===== src/rtl/imem_loader.sv =====
// Framed byte-stream loader: [count_hi, count_lo, count*4 big-endian word bytes] -> imem writes.
// Define IMEM_LOADER_CHECKSUM_EN to expect one trailing XOR-of-frame checksum byte.
module imem_loader #(
  parameter int unsigned DEPTH = 32,
  parameter int unsigned CNT_W = 16
) (
  input  logic        clk,
  input  logic        rst,
  input  logic        load_start,
  input  logic        byte_valid,
  input  logic [7:0]  byte_data,
  output logic        byte_ready,
  output logic        wr_en,
  output logic [31:0] wr_addr,
  output logic [31:0] wr_data,
  output logic        cpu_hold,
  output logic        done,
  output logic        err
);

  typedef enum logic [2:0] {
    StIdle,
    StHdr0,
    StHdr1,
    StData,
`ifdef IMEM_LOADER_CHECKSUM_EN
    StCsum,
`endif
    StDone
  } state_e;

  // State entered once the header/data portion of a frame is exhausted.
`ifdef IMEM_LOADER_CHECKSUM_EN
  localparam state_e StTail = StCsum;
`else
  localparam state_e StTail = StDone;
`endif

  state_e             state_q, state_d;
  logic [7:0]         hdr_hi_q, hdr_hi_d;
  logic [CNT_W-1:0]   count_q, count_d;
  logic [CNT_W-1:0]   idx_q, idx_d;
  logic [1:0]         lane_q, lane_d;
  logic [31:0]        word_q, word_d;
  logic               byte_ready_q, byte_ready_d;
  logic               wr_en_q, wr_en_d;
  logic [31:0]        wr_addr_q, wr_addr_d;
  logic [31:0]        wr_data_q, wr_data_d;
  logic               cpu_hold_q, cpu_hold_d;
  logic               done_q, done_d;
  logic               err_q, err_d;
`ifdef IMEM_LOADER_CHECKSUM_EN
  logic [7:0]         csum_q, csum_d;
`endif
  logic               accept;

  assign accept = byte_valid && byte_ready_q;

  always_comb begin
    state_d   = state_q;
    hdr_hi_d  = hdr_hi_q;
    count_d   = count_q;
    idx_d     = idx_q;
    lane_d    = lane_q;
    word_d    = word_q;
    wr_en_d   = 1'b0;
    wr_addr_d = wr_addr_q;
    wr_data_d = wr_data_q;
    err_d     = err_q;
`ifdef IMEM_LOADER_CHECKSUM_EN
    csum_d    = csum_q;
    if (accept) csum_d = csum_q ^ byte_data;
`endif
    unique case (state_q)
      StIdle, StDone: begin
        if (load_start) begin
          state_d = StHdr0;
          err_d   = 1'b0;
`ifdef IMEM_LOADER_CHECKSUM_EN
          csum_d  = 8'h00;
`endif
        end
      end
      StHdr0: begin
        if (accept) begin
          hdr_hi_d = byte_data;
          state_d  = StHdr1;
        end
      end
      StHdr1: begin
        if (accept) begin
          count_d = CNT_W'({hdr_hi_q, byte_data});
          idx_d   = '0;
          lane_d  = 2'd0;
          state_d = (count_d == '0) ? StTail : StData;
        end
      end
      StData: begin
        if (accept) begin
          word_d = {word_q[23:0], byte_data};
          lane_d = lane_q + 2'd1;
          if (lane_q == 2'd3) begin
            // Words past the end of memory are consumed but only flagged.
            if (32'(idx_q) < DEPTH) begin
              wr_en_d   = 1'b1;
              wr_addr_d = 32'({idx_q, 2'b00});
              wr_data_d = word_d;
            end else begin
              err_d = 1'b1;
            end
            idx_d = idx_q + CNT_W'(1);
            if (idx_d == count_q) state_d = StTail;
          end
        end
      end
`ifdef IMEM_LOADER_CHECKSUM_EN
      StCsum: begin
        if (accept) begin
          if (byte_data != csum_q) err_d = 1'b1;
          state_d = StDone;
        end
      end
`endif
      default: state_d = StIdle;
    endcase

    byte_ready_d = (state_d == StHdr0) || (state_d == StHdr1) || (state_d == StData)
`ifdef IMEM_LOADER_CHECKSUM_EN
                   || (state_d == StCsum)
`endif
                   ;
    cpu_hold_d   = (state_d != StIdle) && (state_d != StDone);
    done_d       = (state_d == StDone);
  end

  always_ff @(posedge clk or negedge rst) begin
    if (!rst) begin
      state_q      <= StIdle;
      hdr_hi_q     <= 8'h00;
      count_q      <= '0;
      idx_q        <= '0;
      lane_q       <= 2'd0;
      word_q       <= 32'h0;
      byte_ready_q <= 1'b0;
      wr_en_q      <= 1'b0;
      wr_addr_q    <= 32'h0;
      wr_data_q    <= 32'h0;
      cpu_hold_q   <= 1'b0;
      done_q       <= 1'b0;
      err_q        <= 1'b0;
`ifdef IMEM_LOADER_CHECKSUM_EN
      csum_q       <= 8'h00;
`endif
    end else begin
      state_q      <= state_d;
      hdr_hi_q     <= hdr_hi_d;
      count_q      <= count_d;
      idx_q        <= idx_d;
      lane_q       <= lane_d;
      word_q       <= word_d;
      byte_ready_q <= byte_ready_d;
      wr_en_q      <= wr_en_d;
      wr_addr_q    <= wr_addr_d;
      wr_data_q    <= wr_data_d;
      cpu_hold_q   <= cpu_hold_d;
      done_q       <= done_d;
      err_q        <= err_d;
`ifdef IMEM_LOADER_CHECKSUM_EN
      csum_q       <= csum_d;
`endif
    end
  end

  assign byte_ready = byte_ready_q;
  assign wr_en      = wr_en_q;
  assign wr_addr    = wr_addr_q;
  assign wr_data    = wr_data_q;
  assign cpu_hold   = cpu_hold_q;
  assign done       = done_q;
  assign err        = err_q;

endmodule

===== config.mk =====
export PLATFORM = sky130hd
export DESIGN_NAME = imem_loader
export DESIGN_NICKNAME = d
export VERILOG_FILES = /design/src/rtl/imem_loader.sv
export SDC_FILE = /design/constraint.sdc
export NUM_CORES = 1
export LEC_CHECK = 0
export ABC_AREA = 1
export CAP_MARGIN = 10
export CORE_AREA = 2 2 128 130
export CTS_BUF_LIST = sky130_fd_sc_hd__clkbuf_16
export CTS_CLUSTER_DIAMETER = 80
export DETAILED_ROUTE_END_ITERATION = 16
export DIE_AREA = 0 0 130 132
export GPL_ROUTABILITY_DRIVEN = 0
export HOLD_SLACK_MARGIN = 0.08
export SLEW_MARGIN = 20
export SYNTH_ARGS = -nofsm -noshare
export SYNTH_HDL_FRONTEND = slang
export SYNTH_SLANG_ARGS = --single-unit

===== constraint.sdc =====
create_clock -name clk -period 3.2 [get_ports clk]
set_input_delay 0.64 -clock clk [delete_from_list [all_inputs] [get_ports clk]]
set_output_delay 0.64 -clock clk [all_outputs]
set_load 0.05 [all_outputs]

==> impl_metrics.tcl, run 1 <==
set metrics [dict create \
    tightestPinTransition_ps 901 \
    rows 46 \
    die_w_um 130 \
    ys_seq_elements 122 \
    ff2ff_path_depth 12 \
    cts_sinks 122 \
    drc 0 \
    vias_per_cell 4.60 \
    netlist_area_mm2 0.00545 \
    place_inst 891 \
    antenna_found_initial 0 \
    routed_wl_mm 12.7 \
    core_area_mm2 0.0157 \
    area_growth_pct 24.8 \
    path_max_fanout 15 \
    ys_seq_area_frac 0.560 \
    startpoint_type "primary input" \
    cts.repair.resized 0 \
    cts_buffer_depth 2 \
    first_iter_violations 242 \
    crit_path_end_kind "flip-flop" \
    status "completed" \
    yosys_warnings 0 \
    n_antenna_cell 0 \
    fmax_mhz 438 \
    grt_pass1_vias 4413 \
    setup-tns-final_ps 0 \
    grt_use_total 0.159 \
    ys_types 33 \
    drtAntennaViolNets 0 \
    synth_top_area_frac 0.560 \
    grt_max_degree 86 \
    synthFlopType "dfrtp_1" \
    drive_gt1_frac 0.0850 \
    final_area_mm2 0.00681 \
    period_needed_ps 2280 \
    grt_overflow 0 \
    post-synth-top-count-cell "nand2_1" \
    hold_viol_final 0 \
    cts-root-buf "clkbuf_16" \
    place_area_mm2 0.00624 \
    min_period_over_period 0.713 \
    cts_setup_buffers 0 \
    critPathKind "in -> reg" \
    cts_hold_buffers 0 \
    clk_latency_ps 410 \
    tritoncts "yes" \
    clkTransAtPathRegs_ps 50 \
    cts-htree-levels 4 \
    grt_pass1_wl_mm 21.6 \
    holdWs_ps 350 \
    avgSynthCellArea_um2 8.71 \
    rsz0062_at_grt "false" \
    powerDensity_mw_per_mm2 873 \
    finClkSkew_ps 4.14 \
    ioPinCount 81 \
    slew_violations 0 \
    nNetsFinal 708 \
    synth-edff-count 0 \
    cp.required_ps 3470 \
    peakVddDrop_uv 452 \
    routedWlPerCell_um 13.8 \
    crit_arrival_ps 2550 \
    synth_commonest_cells "nand2_1, dfrtp_1, inv_1, o21ai_0, nand3_1" \
    hp-class "in -> async" \
    dpl.hpwl_mm 9.01 \
    drt_pass1_iterations 6 \
    maxSlewHeadroom 0.399 \
    synthTopCellsByArea "dfrtp_1, nand2_1, o21ai_0, inv_1, nand3_1" \
    vias 4242 \
    start_util 0.347 \
    cts_inserted_buffers 17 \
    die_y_um 132 \
    io_buffers 64 \
    p_leak_uw 0.00322 \
    final_cells 922 \
    setup_viol 0 \
    synthArstFlopShare 1.00 \
    postSynthCellCount 626 \
    cap_violations 0 \
    die_area_mm2 0.0172 \
    yosys.area.top_type "dfrtp_1" \
]
layout by cell type, fill, tap and decap left out:
cell type,netlist,layout
a21oi_1,3,3
a22o_1,1,1
a31oi_1,1,1
buf_12,0,1
buf_4,16,6
bufinv_16,0,3
clkbuf_16,0,17
clkdlybuf4s50_1,0,63
clkinv_1,0,3
clkinv_2,0,4
clkinvlp_4,0,1
conb_1,1,16
dfrtp_1,122,122
ha_1,2,2
inv_1,84,87
inv_2,2,2
nand2_1,176,176
nand2_2,3,3
nand2_4,1,1
nand3_1,33,33
nand3_2,2,2
nand3b_1,4,4
nand4_1,10,10
nor2_1,20,19
nor2_2,4,5
nor2_4,3,3
nor3_1,3,3
nor3b_1,1,1
nor4_1,2,2
nor4_2,1,1
o21ai_0,63,63
o21ai_1,20,20
o21ai_2,11,11
o21bai_1,2,2
o22ai_1,11,11
xnor2_1,3,3
xor2_1,1,1
through the flow:
stage / worst slack (ps) / total power (µW) / utilization
after floorplan: 1320 / 3550 / -
after global placement: 632 / 4060 / 0.397
after detailed placement: 536 / 4110 / 0.397
after CTS: 929 / 6000 / 0.433
after global routing: 742 / 6330 / 0.433
final: 919 / 5940 / 0.433
cell families after synthesis:
family	share of synthesized area
other	0.000688
flip-flops	0.560
buffers and inverters	0.103
AND/OR/NAND/NOR	0.211
XOR/XNOR	0.00643
AO/OA/AOI/OAI	0.115
adder cells (fa/ha/maj)	0.00459
worst max-delay path, stage by stage:
cell and delay, ps:
clkdlybuf4s50_1 460, nand2_1 130, nor2_1 230, inv_1 100, nor2_1 330, nor2_1 100
inv_1 400, o21ai_0 160
flip-flops by register name, summed over array words and instances, names as in the netlist, 2 cells and up:
register and cells:
hdr_hi_q 8, wr_data 32, word_q 24, idx_q 16, state_q 3, wr_addr 16, lane_q 2, count_q 16
report_power, final:
part / switching [µW] / leakage, µW / internal, µW
registers: 344 / 0.00161 / 2010
logic: 1160 / 0.00132 / 576
clock network: 654 / 0.000288 / 1190
total: 2160 / 0.00322 / 3780
final cells by class:
| type | instances | area (µm²) |
|---|---|---|
| multi-input cells | 397 | 1900 |
| flip-flops and latches | 122 | 3050 |
| inverters | 86 | 323 |
| well taps | 216 | 270 |
| clock inverters | 14 | 140 |
| fillers | 1517 | 8910 |
| repair buffers | 70 | 696 |
| clock buffers | 17 | 425 |
path summary, 6_finish.rpt:
path | slack, ps | start | to
setup / recovery | 920 | byte_valid | idx_q[8]$_DFFE_PN0P_
hold / removal | 350 | rst | wr_addr[15]$_DFFE_PN0P_
setup reg to reg | 980 | idx_q[0]$_DFFE_PN0P_ | byte_ready$_DFF_PN0_
hold reg to reg | 470 | wr_addr[11]$_DFFE_PN0P_ | wr_addr[11]$_DFFE_PN0P_
max in group asynchronous | 2020 | rst | wr_data[4]$_DFFE_PN0P_
min in group clk | 470 | wr_addr[11]$_DFFE_PN0P_ | wr_addr[11]$_DFFE_PN0P_
layer usage:
metal | GRT usage | vias up | wire (µm)
met1 | 0.196 | 1997 | 5650
met3 | 0.0515 | 22 | 716
met5 | 0 | - | 0
li1 | - | 2106 | -
met2 | 0.261 | 117 | 6140
met4 | 0.0591 | 0 | 208
Power figures use the tool's default switching activity.
==> inputs of run 2 (changes only) <==
- clock period: 3.2 -> 1.85 ns (I/O delays scaled with it)
==> run 2 against run 1 <==
  * The run now ends with negative setup slack left
  * Hold slack gained 77 ps
  * Final area grew 13%
  * Combinational power grew 110%
  * Utilization grew 5.7 points
  * Setup slack lost 1000 ps
  * Clock power grew 50%
  * Global-route usage grew 0.34 points
  * Via count grew 7.7%
  * Clock skew is essentially flat
  * Flip-flop and latch count is the same
  * Critical path type is now reg -> reg
  * Critical endpoint is now wr_data[11]$_DFFE_PN0P_
  * Highest routed layer unchanged
==> impl_metrics.tcl, run 2 (synthesis gave the netlist of run 1 again) <==
set metrics [dict create \
    finClkSkew_ps 4.64 \
    final_area_mm2 0.00770 \
    ioPinCount 81 \
    p_int_uw 6450 \
    place_inst 928 \
    cp.required_ps 2140 \
    nNetsFinal 764 \
    crit_chain "nor2_4 > nand2_4 > nor4_4 > nand4_1 > nor2_4 > buf_12 > inv_16 > clkbuf_16 > nand2_1 > o21ai_1" \
    p_switching_uw 4010 \
    largest_reg_flops 32 \
    cts_sinks 122 \
    clkTransAtPathRegs_ps 50 \
    holdWs_ps 427 \
    clk_latency_ps 410 \
    drc 0 \
    drt_pass1_iterations 5 \
    cp_slowest_stage_delay_ps 410 \
    die_y_um 132 \
    final_common_cell "nand2_1" \
    slew_violations 0 \
    critPathSlowestCell "dfrtp_1" \
    path_max_fanout 8 \
    rows 46 \
    cts_buffer_depth 2 \
    vias_per_cell 4.67 \
    cts-htree-levels 4 \
    final_cell_mix "nand2_1, dfrtp_1, buf_4" \
    io_buffers 64 \
    antenna_found_initial 0 \
    place_area_mm2 0.00646 \
    min_period_over_period 1.05 \
    combPwrFrac 0.342 \
    fin_ws_ps -97.1 \
    period_needed_ps 1950 \
    critPathKind "reg -> reg" \
    area_growth_pct 41.2 \
    powerDensity_mw_per_mm2 1360 \
    grt_overflow 0 \
    cts-root-buf "clkbuf_16" \
    crit_arrival_ps 2240 \
    startpoint_type "flip-flop" \
    tritoncts "yes" \
    peakVddDrop_uv 612 \
    grt_pass1_wl_mm 22.0 \
    crit_path_end_kind "flip-flop" \
    routedWlPerCell_um 14.6 \
    grt_use_total 0.163 \
    cap_violations 0 \
    p_clk_frac 0.264 \
    core_area_mm2 0.0157 \
    grt_max_degree 55 \
    cts_inserted_buffers 17 \
    drive_gt1_frac 0.331 \
    vias 4567 \
    final_cells 978 \
    fmax_mhz 514 \
    violations "negative setup slack" \
    first_iter_violations 188 \
    setup_viol 52 \
    start_util 0.347 \
    p_leak_uw 0.00374 \
    rsz0062_at_grt "true" \
    dpl.hpwl_mm 9.42 \
    pwr-share-seq 0.394 \
    n_fill_cell 1457 \
    die_area_mm2 0.0172 \
    n_antenna_cell 0 \
    drtAntennaViolNets 0 \
    hp-class "in -> async" \
    die_w_um 130 \
    finalPower_uw 10500 \
    crit_top_cell "nor2_4" \
    swShare 0.384 \
    status "finished, violations left" \
    grt_pass1_vias 4511 \
    routed_wl_mm 14.2 \
    hold_viol_final 0 \
]
==> run 2: path summary, 6_finish.rpt <==
check	startpoint	endpoint	slack [ps]	depth (start not counted)
max	state_q[2]$_DFF_PN0_	wr_data[11]$_DFFE_PN0P_	-100	10
min	rst	wr_addr[10]$_DFFE_PN0P_	430	2
max reg2reg	state_q[2]$_DFF_PN0_	wr_data[11]$_DFFE_PN0P_	-100	10
min reg2reg	word_q[11]$_DFFE_PN0P_	word_q[19]$_DFFE_PN0P_	480	2
max in group asynchronous	rst	word_q[3]$_DFFE_PN0P_	800	3
min in group clk	word_q[11]$_DFFE_PN0P_	word_q[19]$_DFFE_PN0P_	480	2
==> run 2: stage by stage <==
stage          utilization  setup WS [ps]  setup TNS [ps]
2_1_floorplan            -            124               0
3_3_place_gp         0.411           -163           -7330
3_5_place_dp         0.411           -235          -11620
4_1_cts              0.450          -55.4            -157
5_1_grt              0.490           -230           -8110
6_report             0.490          -97.1           -2650
==> run 2: power by group through the flow <==
stage	logic [µW]	clock network [µW]	registers [µW]
after floorplan	1680	0	4460
after global placement	3220	0	4040
after detailed placement	3270	0	4080
after CTS	3360	2830	4050
after global routing	3980	2960	4210
final	3580	2770	4120
==> run 2: layer usage <==
| metal | wire (µm) | GRT usage | up-vias |
|---|---|---|---|
| li1 | - | - | 2226 |
| met1 | 6010 | 0.204 | 2208 |
| met2 | 7180 | 0.261 | 111 |
| met3 | 808 | 0.0584 | 22 |
| met4 | 251 | 0.0550 | 0 |
| met5 | 0 | 0 | - |
==> run 2: critical path, delay by kind of cell (launching register included) <==
family,cells,cell delay (ps)
AND/OR/NAND/NOR,6,970
flip-flops,1,410
buffers and inverters,3,350
AO/OA/AOI/OAI,1,70
==> run 2: what timing repair did <==
| action | CTS | global route |
|---|---|---|
| cloned | 1 | 11 |
| setup endpoints to repair | 54 | 58 |
| hold buffers | 1 | 0 |
| endpoints found under the hold margin | 26 | 0 |
| buffers inserted | 3 | 4 |
| gates resized for setup | 19 | 121 |
| pin swaps | 3 | 19 |
==> run 2: area by class of cell <==
class	instances	area, µm²	area share
Clock buffer	17	425	0.0552
Multi-Input combinational cell	397	2280	0.297
Tap cell	216	270	0.0351
Timing Repair inverter	1	8.76	0.00114
Timing Repair Buffer	125	1250	0.162
Inverter	86	339	0.0440
Clock inverter	14	67.6	0.00877
Sequential cell	122	3050	0.397
==> inputs of run 3 (changes only) <==
- clock period: 1.85 -> 1.6 ns (I/O delays scaled with it)
==> run 3 against run 2 <==
  * Clock power rose by 34%
  * Non-clock buffer count up 34
  * Sequential share of layout area fell by 1.4 points
  * Clock-buffer cell count unchanged
  * First-iteration DRC count rose by 43%
  * Sequential power increased by 15%
  * Fmax grew 1.8%
  * The run still ends with negative setup slack left
==> impl_metrics.tcl, run 3 (synthesis gave the netlist of run 1 again) <==
set metrics [dict create \
    die_y_um 132 \
    cts-htree-levels 4 \
    slew_violations 0 \
    p_leak_uw 0.00390 \
    grt_pass1_wl_mm 24.2 \
    critPathSlowestCell "dfrtp_1" \
    grt_max_degree 51 \
    grt_overflow 0 \
    io_buffers 64 \
    crit_path_end_kind "flip-flop" \
    rsz0062_at_grt "true" \
    vias_per_cell 4.66 \
    nNetsFinal 798 \
    final_cell_mix "nand2_1, dfrtp_1, buf_4" \
    clk_latency_ps 420 \
    min_period_over_period 1.20 \
    cp_slowest_stage_delay_ps 400 \
    critPathKind "reg -> reg" \
    final_cells 1012 \
    tritoncts "yes" \
    start_util 0.347 \
    place_area_mm2 0.00694 \
    antenna_found_initial 0 \
    hp-class "in -> async" \
    setup-tns-final_ps -12480 \
    critPathTopFamily "simple AND/OR/NAND/NOR gates" \
    n_fill_cell 1426 \
    ioPinCount 81 \
    period_needed_ps 1910 \
    drtAntennaViolNets 0 \
    crit_arrival_ps 2190 \
    core_area_mm2 0.0157 \
    area_growth_pct 46.4 \
    routed_wl_mm 15.1 \
    multi_input_area_mm2 0.00215 \
    finalPower_uw 13300 \
    cts_buffer_depth 2 \
    fin_ws_ps -313 \
    finClkSkew_ps 9.86 \
    crit_buf_inv 0 \
    final_common_cell "nand2_1" \
    cts_inserted_buffers 17 \
    status "finished, violations left" \
    setup_viol 54 \
    n_antenna_cell 0 \
    peakVddDrop_uv 787 \
    dpl.hpwl_mm 10.1 \
    hold_viol_final 0 \
    die_w_um 130 \
    die_area_mm2 0.0172 \
    final_area_mm2 0.00799 \
    cts_sinks 122 \
    drt_pass1_iterations 5 \
    place_inst 967 \
    grt_pass1_vias 4876 \
    fmax_mhz 523 \
    drive_gt1_frac 0.309 \
    crit_chain "ha_4 > nand2_4 > nor2_4 > nand2_2 > nand2_1 > nand3_1 > nand2_1 > nand4_1 > nor2_2 > nand3_4 > nand2_4 > nand3_1" \
    drc 0 \
    cts-root-buf "clkbuf_16" \
    largest_reg_flops 32 \
    path_max_fanout 5 \
    startpoint_type "flip-flop" \
    vias 4719 \
    powerDensity_mw_per_mm2 1660 \
    final-seq-area_mm2 0.00306 \
    cp.required_ps 1880 \
    clkTransAtPathRegs_ps 50 \
    violations "negative setup slack" \
    grt_use_total 0.181 \
    holdWs_ps 407 \
    cap_violations 0 \
    rows 46 \
    routedWlPerCell_um 14.9 \
    first_iter_violations 269 \
]
run 3: changes by cell type in the layout (fill, tap and decap cells not counted), sizes merged, moves of 2 or more:
| cell | previous run | this run |
|---|---|---|
| buf | 107 | 145 |
| bufinv | 0 | 3 |
| clkbuf | 24 | 19 |
| clkinv | 12 | 5 |
| clkinvlp | 1 | 3 |
run 3: metrics by stage:
step / utilization / setup slack, ps
5_1_grt: 0.508 / -431
3_5_place_dp: 0.442 / -460
3_3_place_gp: 0.442 / -451
4_1_cts: 0.501 / -315
2_1_floorplan: - / -95.5
6_report: 0.508 / -313
run 3: worst register-to-register path: stages, from the launching register on:
cell and delay (ps):
dfrtp_1 400, ha_4 190, nand2_4 80, nor2_4 190, nand2_2 80, nand2_1 80
nand3_1 70, nand2_1 80, nand4_1 140, nor2_2 190, nand3_4 120, nand2_4 90
nand3_1 70
run 3: path summary, 6_finish.rpt:
check | start | endpoint | slack [ps] | cells after the start
max in group asynchronous | rst | lane_q[1]$_DFFE_PN0P_ | 590 | 3
setup / recovery | idx_q[1]$_DFFE_PN0P_ | cpu_hold$_DFF_PN0_ | -310 | 12
hold / removal | rst | wr_addr[5]$_DFFE_PN0P_ | 410 | 2
setup reg to reg | idx_q[1]$_DFFE_PN0P_ | cpu_hold$_DFF_PN0_ | -310 | 12
min in group clk | wr_addr[12]$_DFFE_PN0P_ | wr_addr[12]$_DFFE_PN0P_ | 470 | 2
hold reg to reg | wr_addr[12]$_DFFE_PN0P_ | wr_addr[12]$_DFFE_PN0P_ | 470 | 2
run 3: area by class of cell:
class                   count  share of cell area
repair buffers            159               0.201
flip-flops and latches    122               0.383
multi-input cells         398               0.270
well taps                 216              0.0338
clock inverters            14              0.0177
inverters                  86              0.0418
clock buffers              17              0.0533
run 3: timing repair:
| action | 4_1_cts | 5_1_grt |
|---|---|---|
| buffers inserted | 11 | 2 |
| hold endpoints to repair | 27 | 0 |
| hold buffers | 1 | 0 |
| endpoints found under the setup margin | 66 | 78 |
| pin swaps | 14 | 28 |
| cloned | 5 | 2 |
| gates resized for setup | 41 | 44 |
run 3: power by group:
part	switching (µW)	leakage (µW)	internal, µW	total, µW
logic	2810	0.00201	2040	4850
clock network	1310	0.000286	2390	3700
registers	696	0.00161	4020	4720
run 3: per-layer routing:
layer / vias to the layer above / wire [µm] / GRT usage / share of wire
met1: 2267 / 6330 / 0.215 / 0.42
li1: 2291 / - / - / -
met3: 30 / 778 / 0.0524 / 0.052
met2: 131 / 7570 / 0.303 / 0.50
met5: - / 0 / 0 / 0
met4: 0 / 379 / 0.0795 / 0.025
